### src/rtl/xor_result_skid_reg_pkg.sv
// ----------------------------------------------------------------------------
// xor_result_skid_reg_pkg
//
// Shared definitions for the registered stage behind the XOR bus gate.
// Sibling datapath stages import this package so that they all use the
// same state encoding and the same layout for a stored entry.
//
// Contents:
//   state_t    - occupancy state of the two-entry stage (EMPTY/ONE/FULL)
//   *_BIT      - bit positions of the flags inside a stored entry; the data
//                field sits directly above the flags
//   FLAG_W     - number of flag bits stored with every entry
// ----------------------------------------------------------------------------
package xor_result_skid_reg_pkg;

    // Occupancy of the stage: how many of main/skid hold a live entry.
    typedef enum logic [1:0] {
        EMPTY = 2'd0,
        ONE   = 2'd1,
        FULL  = 2'd2
    } state_t;

    // Stored entry layout: {data, zero, parity, onehot}
    localparam int ONEHOT_BIT = 0;
    localparam int PARITY_BIT = 1;
    localparam int ZERO_BIT   = 2;
    localparam int FLAG_W     = 3;

endpackage

### src/rtl/xor_flag_calc.sv
// ----------------------------------------------------------------------------
// xor_flag_calc
//
// Combinational flag generator for an XOR result word.
//
// Parameters:
//   NrOfBits - data width (1..32)
//
// Ports:
//   Data   in  NrOfBits  word to classify
//   Zero   out 1         all bits clear
//   Parity out 1         odd number of set bits
//   OneHot out 1         exactly one bit set
// ----------------------------------------------------------------------------
module xor_flag_calc #(
    parameter int NrOfBits = 8
) (
    input  logic [NrOfBits-1:0] Data,
    output logic                Zero,
    output logic                Parity,
    output logic                OneHot
);

    // Clearing the lowest set bit leaves zero exactly when at most one bit
    // was set; combined with a non-zero word this gives one-hot. For a
    // single-bit word this collapses to OneHot = bit.
    logic [NrOfBits-1:0] low_cleared;

    assign low_cleared = Data & (Data - NrOfBits'(1));

    assign Zero   = ~|Data;
    assign Parity = ^Data;
    assign OneHot = (|Data) & ~(|low_cleared);

endmodule

### src/rtl/xor_result_skid_reg.sv
// ----------------------------------------------------------------------------
// xor_result_skid_reg
//
// Registered valid/ready stage directly downstream of the XOR bus gate.
// Flags are computed from Data_In at acceptance and stored with the data.
// A main register plus one skid register let In_Ready depend on state only,
// so the upstream stage never sees a combinational path from Out_Ready.
// A wrapping counter tracks completed output transfers for the debug panel.
//
// Parameters:
//   NrOfBits  - data width (1..32)
//   CountBits - width of Xfer_Count
//
// Ports:
//   Clock        in   1          system clock, rising edge
//   Reset        in   1          asynchronous, active-high
//   Data_In      in   NrOfBits   XOR result from the upstream gate
//   In_Valid     in   1          upstream offers Data_In
//   In_Ready     out  1          stage can accept (state only)
//   Data_Out     out  NrOfBits   head-of-stage data
//   Zero_Flag    out  1          head data is zero
//   Parity_Flag  out  1          head data has odd parity
//   OneHot_Flag  out  1          head data has exactly one bit set
//   Out_Valid    out  1          head data and flags are valid
//   Out_Ready    in   1          downstream accepts
//   Xfer_Count   out  CountBits  output handshakes modulo 2^CountBits
// ----------------------------------------------------------------------------
module xor_result_skid_reg
    import xor_result_skid_reg_pkg::*;
#(
    parameter int NrOfBits  = 8,
    parameter int CountBits = 16
) (
    input  logic                 Clock,
    input  logic                 Reset,
    input  logic [NrOfBits-1:0]  Data_In,
    input  logic                 In_Valid,
    output logic                 In_Ready,
    output logic [NrOfBits-1:0]  Data_Out,
    output logic                 Zero_Flag,
    output logic                 Parity_Flag,
    output logic                 OneHot_Flag,
    output logic                 Out_Valid,
    input  logic                 Out_Ready,
    output logic [CountBits-1:0] Xfer_Count
);

    localparam int EntryW = NrOfBits + FLAG_W;

    // Reset image of an entry: zero data, so only the zero flag is set.
    localparam logic [EntryW-1:0] ResetEntry = EntryW'(1) << ZERO_BIT;

    state_t state;
    state_t state_nxt;

    logic              zero_in;
    logic              parity_in;
    logic              onehot_in;
    logic [EntryW-1:0] entry_p0;
    logic [EntryW-1:0] main_p1;
    logic [EntryW-1:0] skid_p1;

    logic in_xfer;
    logic out_xfer;
    logic load_main_in;
    logic load_main_skid;
    logic load_skid;

    logic [CountBits-1:0] count_p1;

    // ---- stage 0: classify the incoming word and pack the entry ----
    xor_flag_calc #(
        .NrOfBits (NrOfBits)
    ) u_flag_calc (
        .Data   (Data_In),
        .Zero   (zero_in),
        .Parity (parity_in),
        .OneHot (onehot_in)
    );

    always_comb begin
        entry_p0                  = '0;
        entry_p0[EntryW-1:FLAG_W] = Data_In;
        entry_p0[ZERO_BIT]        = zero_in;
        entry_p0[PARITY_BIT]      = parity_in;
        entry_p0[ONEHOT_BIT]      = onehot_in;
    end

    assign In_Ready  = (state != FULL);
    assign Out_Valid = (state != EMPTY);
    assign in_xfer   = In_Valid & In_Ready;
    assign out_xfer  = Out_Valid & Out_Ready;

    // Next state and register-load selects. Main always holds the oldest
    // entry; skid only ever holds the one behind it.
    always_comb begin
        state_nxt      = state;
        load_main_in   = 1'b0;
        load_main_skid = 1'b0;
        load_skid      = 1'b0;
        case (state)
            EMPTY: begin
                if (in_xfer) begin
                    state_nxt    = ONE;
                    load_main_in = 1'b1;
                end
            end
            ONE: begin
                if (in_xfer && out_xfer) begin
                    load_main_in = 1'b1;
                end else if (in_xfer) begin
                    state_nxt = FULL;
                    load_skid = 1'b1;
                end else if (out_xfer) begin
                    state_nxt = EMPTY;
                end
            end
            FULL: begin
                // In_Ready is low here, so only the drain can happen.
                if (out_xfer) begin
                    state_nxt      = ONE;
                    load_main_skid = 1'b1;
                end
            end
            default: begin
                state_nxt = EMPTY;
            end
        endcase
    end

    // ---- stage 1: state, main/skid entries and transfer counter ----
    always_ff @(posedge Clock or posedge Reset) begin
        if (Reset) begin
            state <= EMPTY;
        end else begin
            state <= state_nxt;
        end
    end

    // Entries are cleared on reset so the head reads as a zero word.
    always_ff @(posedge Clock or posedge Reset) begin
        if (Reset) begin
            main_p1 <= ResetEntry;
            skid_p1 <= ResetEntry;
        end else begin
            if (load_main_in) begin
                main_p1 <= entry_p0;
            end else if (load_main_skid) begin
                main_p1 <= skid_p1;
            end
            if (load_skid) begin
                skid_p1 <= entry_p0;
            end
        end
    end

    // Free-running modulo counter; wraps naturally at all-ones.
    always_ff @(posedge Clock or posedge Reset) begin
        if (Reset) begin
            count_p1 <= '0;
        end else if (out_xfer) begin
            count_p1 <= count_p1 + CountBits'(1);
        end
    end

    assign Data_Out    = main_p1[EntryW-1:FLAG_W];
    assign Zero_Flag   = main_p1[ZERO_BIT];
    assign Parity_Flag = main_p1[PARITY_BIT];
    assign OneHot_Flag = main_p1[ONEHOT_BIT];
    assign Xfer_Count  = count_p1;

endmodule
### config.mk
export PLATFORM = sky130hd
export DESIGN_NAME = xor_result_skid_reg
export DESIGN_NICKNAME = d
export VERILOG_FILES = /design/src/rtl/xor_result_skid_reg_pkg.sv /design/src/rtl/xor_flag_calc.sv /design/src/rtl/xor_result_skid_reg.sv
export SDC_FILE = /design/constraint.sdc
export NUM_CORES = 1
export LEC_CHECK = 0
export ABC_AREA = 1
export CAP_MARGIN = 20
export CELL_PAD_IN_SITES_DETAIL_PLACEMENT = 1
export CELL_PAD_IN_SITES_GLOBAL_PLACEMENT = 1
export CORE_MARGIN = 1
export CORE_UTILIZATION = 38
export CTS_CLUSTER_DIAMETER = 40
export CTS_CLUSTER_SIZE = 14
export DETAILED_ROUTE_END_ITERATION = 8
export PLACE_DENSITY = 0.86
export SYNTH_ARGS = -nofsm -noshare
export SYNTH_HDL_FRONTEND = slang
export SYNTH_SLANG_ARGS = --single-unit
export TNS_END_PERCENT = 50
### constraint.sdc
create_clock -name Clock -period 1.7 [get_ports Clock]
set_clock_uncertainty 0.2 [all_clocks]
set_input_delay 0.34 -clock Clock [delete_from_list [all_inputs] [get_ports Clock]]
set_output_delay 0.34 -clock Clock [all_outputs]
set_load 0.03 [all_outputs]
# After elaboration in Yosys (flattened, before gate mapping)
# Cells that the tools add are included.
dict set report totals {
  register_bits 40
  latch_bits 0
  ram_bits 0
  rom_bits 0
  inputBits 12
  output_inout_bits 29
  elab_cells 42
  mem_count 0
}
dict set report op_classes {
  add_sub_neg 2
  n_mul 0
  div 0
  n_lt_le_gt_ge 0
  n_eq_ne 7
  shifts 0
  muxes 15
  n_bitwise 5
  reduce_logical 9
}
# cell n
set op_table {}
lappend op_table {{$mux 11} 2}
lappend op_table {{$add 16x1->16 const B} 1}
lappend op_table {{$reduce_or 8->1} 2}
lappend op_table {{$mux 2} 5}
lappend op_table {{$and 8x8->8} 1}
lappend op_table {{$ne 2x2->1 const B} 4}
lappend op_table {{$reduce_xor 8->1} 1}
lappend op_table {{$sub 8x1->8 const B} 1}
lappend op_table {{$mux 1} 6}
lappend op_table {{$pmux 2 s3} 1}
lappend op_table {{$reduce_and 4->1} 1}
lappend op_table {{$reduce_bool 2->1} 2}
lappend op_table {{$and 1x1->1} 3}
lappend op_table {{$ne 3x3->1 const B} 1}
lappend op_table {{$eq 2x1->1 const B} 1}
lappend op_table {{$eq 2x2->1 const B} 1}
lappend op_table {{$logic_not 2->1} 1}
lappend op_table {{$pmux 1 s2} 1}
lappend op_table {{$logic_and 1x1->1} 1}
lappend op_table {{$logic_not 1->1} 1}
lappend op_table {{$not 1->1} 1}

# Longest topological paths before layout
dict set report depth {
  word_depth 6
  ltp_mapped 9
}

# By module
# Synthesis repeated with hierarchy kept, for this count alone.
dict set report unflattened {
  cells_unflattened 278
  area_unflattened_um2 2188.3
}
# mod instances cells_each area_each_um2 seq_area_each_um2
set by_module_without_submodules {}
lappend by_module_without_submodules {xor_result_skid_reg 1 235 1935.6 1003.5}
lappend by_module_without_submodules {xor_flag_calc 1 43 252.7 0.0}

# Least setup slack after synthesis
# Ideal clock, no wire load.
dict set report synth_path {
  kind {register -> register}
  start {reg count_p1[0], in the netlist Xfer_Count[0]}
  end {reg count_p1[12], in the netlist Xfer_Count[12]}
  setup_time_ps 118
  arrival_ps 1373
  required_ps 1382
  path_slack_ps 9
  stages_incl_launch_ff 9
  synth_period_minus_slack_ps 1691
  cell_sequence {dfrtp_1 > ha_1 > inv_1 > nor2_1 > nand2_1 > nor2_1 > nand3_1 > nand2_1 > nand2_1}
}
dict set report synth_via {
  elab_chain_cells 1
}
# element line
set synth_lines {}
lappend synth_lines {{from (decl)} xor_result_skid_reg.sv:69} ;# logic [CountBits-1:0] count_p1;
lappend synth_lines {{from (signal assigned)} xor_result_skid_reg.sv:162} ;# count_p1 <= count_p1 + CountBits'(1);
lappend synth_lines {{$add 16x1->16} xor_result_skid_reg.sv:162}
# Every way passes these cells.
# A chain may end at the register's enable or synchronous reset.

# Final worst setup path
dict set report layout_path {
  start {reg state[0]}
  end {reg main_p1[6]}
}
dict set report layout_via {
  elab_chain_cells 6
  word_cells_on_any_way 15
  cone_classes {eq/ne: 3; mux: 6; bitwise: 2; reduce/logical: 4}
}
# element line
set layout_lines {}
lappend layout_lines {{from (decl)} xor_result_skid_reg.sv:53} ;# state_t state;
lappend layout_lines {{from (signal assigned)} xor_result_skid_reg.sv:136} ;# state <= state_nxt;
lappend layout_lines {{$ne 2x2->1 / $reduce_bool 2->1 (equally long branches)} {xor_result_skid_reg.sv:89, xor_result_skid_reg.sv:90}}
lappend layout_lines {{$and 1x1->1, on equally long branches} {xor_result_skid_reg.sv:91, xor_result_skid_reg.sv:92}}
lappend layout_lines {{$logic_and 1x1->1} xor_result_skid_reg.sv:109} ;# if (in_xfer && out_xfer) begin
lappend layout_lines {{$mux 1} xor_result_skid_reg.sv:109}
lappend layout_lines {{$pmux 1 s2} xor_result_skid_reg.sv:101} ;# case (state)
lappend layout_lines {{$mux 11 / $reduce_bool 2->1 (equally long branches)} -}
lappend layout_lines {{to (signal assigned)} xor_result_skid_reg.sv:143} ;# main_p1 <= ResetEntry;
lappend layout_lines {{to (signal assigned)} xor_result_skid_reg.sv:147} ;# main_p1 <= entry_p0;
lappend layout_lines {{to (signal assigned)} xor_result_skid_reg.sv:149} ;# main_p1 <= skid_p1;
lappend layout_lines {{to (decl)} xor_result_skid_reg.sv:60} ;# logic [EntryW-1:0] main_p1;
# Several ways; a longest one is shown, not always the timed one.

==> impl_results.md <==
* Max stage delay on crit path at 0.42 ns
* Detailed Route Iter0 Violations at 57
* Die H at 76.5 µm
* Initial antenna violation count at 0
* Setup crit start: state[0]$_DFFE_PP0P_
* Multi-input gate area at 1050 µm²
* Status: complete, no violations
* Gate Count Post-Synth at 267
* Met2 wire len at 3630 µm
* Syn nets at 287
* Slew Limit Fails at 0
* Max cap viols at 0
* Core area at 5240 µm²
* GRT Util Overall at 22.7%
* PwrDens at 1180 nW/µm²
* Clk_lat worst skew at 0.30 ns
* Worst hold path type: input pin to async pin
* Root Driver: clkbuf_8
* Critical path type: flip-flop to flip-flop
* First-pass GRT wire length at 10400 µm
* CP max stage cell: dfrtp_1
* Worst-path maximum fanout at 6
* Syn_area_per_cell at 7.91 µm²
* Critical Path Source Type: flip-flop
* CTS Buf Count at 5
* IO Pins at 41
* Reg-to-Reg End: main_p1[6]$_DFFE_PP0P_
* Mapped Area at 2110 µm²
* WL/cell at 15.4 µm
* Clock buffer depth at 2
* Fillers at 643
* Post-synth EDFFs at 0
* Total global routing overflow at 0
* Detailed placement HPWL at 4400 µm
* Sequential cell area at 1000 µm²
* WL met3 at 163 µm
* Drc violations at 0
* Setup crit end kind: flip-flop
* Total routed wirelength at 6470 µm
* Row count at 26
* Final Cell Area at 3100 µm²
* Reg2Reg Setup Slack at 0.02 ns
* Crit path capture: main_p1[6]$_DFFE_PP0P_
* Hold bufs inserted after CTS at 0
* Yosys synthesis warning count at 0
* Leak at 1.65 nW
* Placement-stage cell area at 2860 µm²
* Synth cell types at 21
* Routed Antenna Nets at 0
* Crit path DAT at 1.65 ns
* Worst Max-Slew Pin Slew at 0.367 ns
* H-tree depth at 2
* Via-per-instance ratio at 4.95
* Max-slew headroom at 75.4%
* Vias in the first global route at 2324
* WP buf/inv at 3
* Wl on met1 at 2490 µm
* Worst r2r path cells at 7
* RSZ-0062 raised after global routing: true
* Diodes inserted at 0
* Ys async rst share at 100%
* Final worst path period share at 98.8%
* Post-Layout Cell Count at 420
* Most common cell after layout, fill and taps aside: nand2_1
* Clk slew on worst S/H paths at 0.08 ns
* Starting Density at 40.3%
* Placed cells at 411
* #FFs+latches synth at 40
* Most frequent cells in the layout: 76 x nand2_1, 38 x dfrtp_1, 35 x buf_4
* CTS tree: done
* Worst R2R Start: state[0]$_DFFE_PP0P_
* Final Hold Fails at 0
* Vias at 2078
* Final min period at 1.68 ns
* Largest net degree at the start of global routing at 41
* Detailed Routing Iterations Pass 1 at 4
* Die Width at 76.5 µm
* DR top layer: met4
* Worst vdd ir at 706 µV
* Top_reg_cell synth: dfrtp_1
* CP required at 1.67 ns
* Final layout net count at 370
* Area Growth Syn to Fin at 46.9%
* F_max at 596 MHz
* Pwr Total at 3.66 mW
* # port buffers at 40
* Die footprint at 5860 µm²
* CP delay by family, top: simple AND/OR/NAND/NOR gates
* Final-report setup violation count at 0
* Routability cong. at 0.860
* Crit path depth at 7
* Share of layout cells above drive strength 1 at 24.3%
* Worst path cell trace: buf_6 -> nand2_4 -> inv_4 -> nor2_4 -> clkinv_2 -> nand3_1 -> o211ai_1
* Seq/Total Area, Yosys at 47.5%
* Clk sinks at 40
routing by layer:
layer | track usage, % | vias to the layer above
met2 | 42.9 | 46
met1 | 24.5 | 1024
met5 | 0 | -
met3 | 4.31 | 18
met4 | 9.62 | 0
li1 | - | 990
layout make-up:
cell class | count | area share [%]
repair buffers | 79 | 22.4
repair inverters | 1 | 0.161
inverters | 40 | 5.17
clock buffers | 7 | 3.11
flip-flops and latches | 40 | 32.4
well taps | 70 | 2.82
multi-input cells | 183 | 33.9
repair_timing:
| action | CTS | global route |
|---|---|---|
| hold endpoints to repair | 0 | 0 |
| gates resized for setup | 33 | 46 |
| pin swaps | 1 | 9 |
| cloned | 0 | 1 |
| setup buffers | 0 | 2 |
| setup endpoints to repair | 33 | 26 |
per-stage QoR:
step | TNS (ns) | hold slack (ns) | utilization [%] | setup WS [ns]
2_1_floorplan | 0 | 0.248 | - | 0.00875
3_3_place_gp | -4.91 | 0.261 | 54.7 | -0.243
3_5_place_dp | -6.73 | 0.259 | 54.7 | -0.321
4_1_cts | -0.0499 | 0.227 | 56.2 | -0.0476
5_1_grt | -0.789 | 0.230 | 59.2 | -0.0876
6_report | 0 | 0.222 | 59.2 | 0.0211
where the power goes:
group          switching [mW]  total [mW]  leakage [nW]  internal [mW]
Clock                   0.338       0.700        0.0503          0.362
Combinational           0.966        1.55          1.11          0.580
Sequential              0.181        1.41         0.492           1.23
state kept, by name, indices dropped and copies added, names as in the netlist:
name        cells
skid_p1        11
state           2
main_p1        11
Xfer_Count     16
logic make-up (layout without fill, tap and decap cells):
logic type | after synthesis | in the layout | synth area share [%]
and+or+nand+nor | 130 | 130 | 26.0
xor gates and xnor gates | 13 | 13 | 5.39
buffers and inverters | 44 | 127 | 8.48
AOI/OAI and AO/OA | 32 | 32 | 7.82
DFF | 40 | 40 | 47.5
adders and majority gates | 8 | 8 | 4.74
Yosys cell counts (3+ instances only):
library cell | number | area (µm²)
ha_1 | 8 | 100
o21ai_0 | 18 | 90.1
o21ai_1 | 4 | 20.0
inv_2 | 3 | 11.3
nor2_4 | 4 | 45.0
nand3_1 | 13 | 65.1
inv_1 | 37 | 139
nand2_1 | 80 | 300
nand4_1 | 4 | 25.0
xnor2_1 | 4 | 35.0
xor2_1 | 9 | 78.8
nor2_1 | 27 | 101
dfrtp_1 | 38 | 951
a21oi_1 | 8 | 40.0
how the worst min path moves through the flow:
stage / startpoint / end / cells after the start
after global placement: main_p1[2]$_DFFE_PP1P_ / main_p1[2]$_DFFE_PP1P_ / 2
after global routing: Reset / Xfer_Count[5]$_DFFE_PP0N_ / 3
after floorplan: skid_p1[10]$_DFFE_PP0P_ / skid_p1[10]$_DFFE_PP0P_ / 2
final: Reset / Xfer_Count[3]$_DFFE_PP0N_ / 3
after detailed placement: main_p1[2]$_DFFE_PP1P_ / main_p1[2]$_DFFE_PP1P_ / 2
after CTS: Reset / Xfer_Count[3]$_DFFE_PP0N_ / 3
worst reg2reg max path: cells and delay by family, from the launching register on:
family          cells  cell delay, ns
compound gates      1            0.10
buf+inv             3            0.38
flops               1            0.42
simple gates        3            0.46
(Power assumes the default switching activity.)
==> patch (config.mk and constraints unchanged) <==
The package constant `PARITY_BIT` goes from 1 to 0.
--- a/src/rtl/xor_result_skid_reg_pkg.sv
+++ b/src/rtl/xor_result_skid_reg_pkg.sv
@@ -22,7 +22,7 @@
 
     // Stored entry layout: {data, zero, parity, onehot}
     localparam int ONEHOT_BIT = 0;
-    localparam int PARITY_BIT = 1;
+    localparam int PARITY_BIT = 0;
     localparam int ZERO_BIT   = 2;
     localparam int FLAG_W     = 3;
 
Check against the original RTL: not equivalent (a bounded check fails within 4 cycles, from zero or initial values and one cycle with Reset high).
==> patch against the unedited design <==
- synthesized area is 12% lower
- first-iteration DRC count is 25% higher
- via count is 14% lower
- routed wire length is 16% lower
- worst setup slack better by 11 ps
- total power is 9.9% lower
- sequential cell count is 2 lower
- final area is 9.6% lower
- critical endpoint is now Xfer_Count[1]
==> patch: results (changes against the unedited design) <==
Sequential fraction of the synthesis area: 0.516 (was 0.475)
Synth cell count leaders: nand2_1 (55), dfrtp_1 (36), inv_1 (25), nand3_1 (20), nor2_1 (18) (was nand2_1 (80), dfrtp_1 (38), inv_1 (37), nor2_1 (27), o21ai_0 (18))
Post-synthesis mux area share: 0 (unchanged)
Slowest stage delay, CP: 420 ps (about the same)
DP HPWL: 3950 um (was 4400 um)
Critical path fanouts, max: 4 (was 6)
CP delay by family, top: buffers and inverters (was simple AND/OR/NAND/NOR gates)
IO Port Bufs: 40 (unchanged)
Met2 wire length: 3110 um (was 3630 um)
1st-pass router iterations: 4 (unchanged)
Xor-xnor portion of the synthesized cell area: 0.0663 (was 0.0539)
Final-stage net count: 313 (was 370)
Initial antenna violation count: 0 (unchanged)
Number of CTS-inserted buffers: 5 (unchanged)
Worst-Margin Slew: 298 ps (was 367 ps)
Complex-gate fraction of the synthesized area: 0.0812 (was 0.0782)
Overall Global Routing Usage: 0.236 (was 0.227)
Ant diodes: 0 (unchanged)
DRT Wirelength: 5440 um (was 6470 um)
Fillers: 535 (was 643)
Clock transition at path regs: 80 ps (about the same)
Final setup fails: 0 (unchanged)
Worst-skew pair later-pin latency: 300 ps (about the same)
Layout cells sized above 1: 0.269 (was 0.243)
Largest net degree at the start of global routing: 39 (was 41)
DR iter-0 viols: 71 (was 57)
GP Congestion: 0.751 (was 0.860)
Status: completed (unchanged)
First-pass GRT wire length: 9150 um (was 10400 um)
Synth top area cells: dfrtp_1 (49%), nand2_1 (11%), nand3_1 (5.4%), inv_1 (5.1%), nor2_1 (3.7%) (was dfrtp_1 (45%), nand2_1 (14%), inv_1 (6.6%), nor2_1 (4.8%), ha_1 (4.7%))
Worst min path class: in -> async (unchanged)
Switching share of power: 0.349 (was 0.406)
VDD IR max: 0.642 mV (was 0.706 mV)
Met1 WL: 2090 um (was 2490 um)
Crit path max-delay cell type: dlygate4sd2_1 (was dfrtp_1)
Maximum root-to-sink buffer count: 2 (unchanged)
Yosys warnings: 0 (unchanged)
Share of the synthesized area in the top cell type: 0.487 (was 0.451)
Vias in the first global route: 1988 (was 2324)
Root Buffer: clkbuf_8 (unchanged)
Max reg flops: 16 (unchanged)
Unique masters post-synth: 28 (was 21)
H-tree Lvls: 2 (unchanged)
Leakage: 1.47 nW (was 1.65 nW)
Adder-Cell Fraction of Synth Area: 0.00677 (was 0.0474)
Drt via density: 5.03 (was 4.95)
Syn_nets: 225 (was 287)
-- patch: layout make-up --
cell class | instances | area [um^2] | share of cell area
flip-flops and latches | 38 | 956 | 0.341
well taps | 54 | 67.6 | 0.0241
clock buffers | 6 | 82.6 | 0.0295
inverters | 29 | 111 | 0.0397
multi-input cells | 140 | 788 | 0.281
clock inverters | 2 | 60.1 | 0.0214
repair buffers | 86 | 737 | 0.263
-- patch: path summary, 6_finish.rpt --
check                      slack, ps  cells past startpoint          start       endpoint
min                              230                      3          Reset  Xfer_Count[8]
max in group asynchronous        820                      3          Reset     skid_p1[2]
max                               30                      1  Xfer_Count[1]  Xfer_Count[1]
min in group Clock               260                      2      Out_Ready       state[1]
max reg2reg                       60                      7       state[0]     main_p1[2]
min reg2reg                      290                      2     skid_p1[2]     skid_p1[2]
-- patch: timing repair --
action	4_1_cts	5_1_grt
resized for setup	32	13
setup endpoints to repair	29	23
buffers inserted	0	0
gates cloned	0	0
pin swaps	0	1
-- patch: through the flow --
stage,instance area (um^2),cells,utilization,TNS [ps],worst slack [ps]
detailed placement,2650,347,0.566,-8480,-318
finish,2800,355,0.597,0,32.0
global placement,2650,347,0.566,-6410,-248
global route,2800,355,0.597,-26.4,-10.2
floorplan,1850,212,-,0,28.2
CTS,2770,355,0.591,-37.1,-37.1
-- patch: cells by family (layout without fill, tap and decap cells) --
kind of cell / Yosys count / after routing
AO/OA/AOI/OAI: 22 / 22
XOR/XNOR: 14 / 14
adder cells (fa/ha/maj): 1 / 1
buffers and inverters: 34 / 123
flip-flops: 38 / 38
AND/OR/NAND/NOR: 103 / 103
-- patch: metal layers --
metal | GRT usage | up-vias
met1 | 0.259 | 894
met3 | 0.0478 | 9
met2 | 0.439 | 38
met5 | 0 | -
met4 | 0.0980 | 0
li1 | - | 843
-- patch: power groups by stage --
stage          sequential (mW)  combinational, mW  clock (mW)
6_report                  1.23               1.10       0.965
5_1_grt                   1.25               1.20        1.02
4_1_cts                   1.23               1.08       0.978
3_5_place_dp              1.25               1.13           0
3_3_place_gp              1.23               1.08           0
2_1_floorplan             1.45              0.351           0
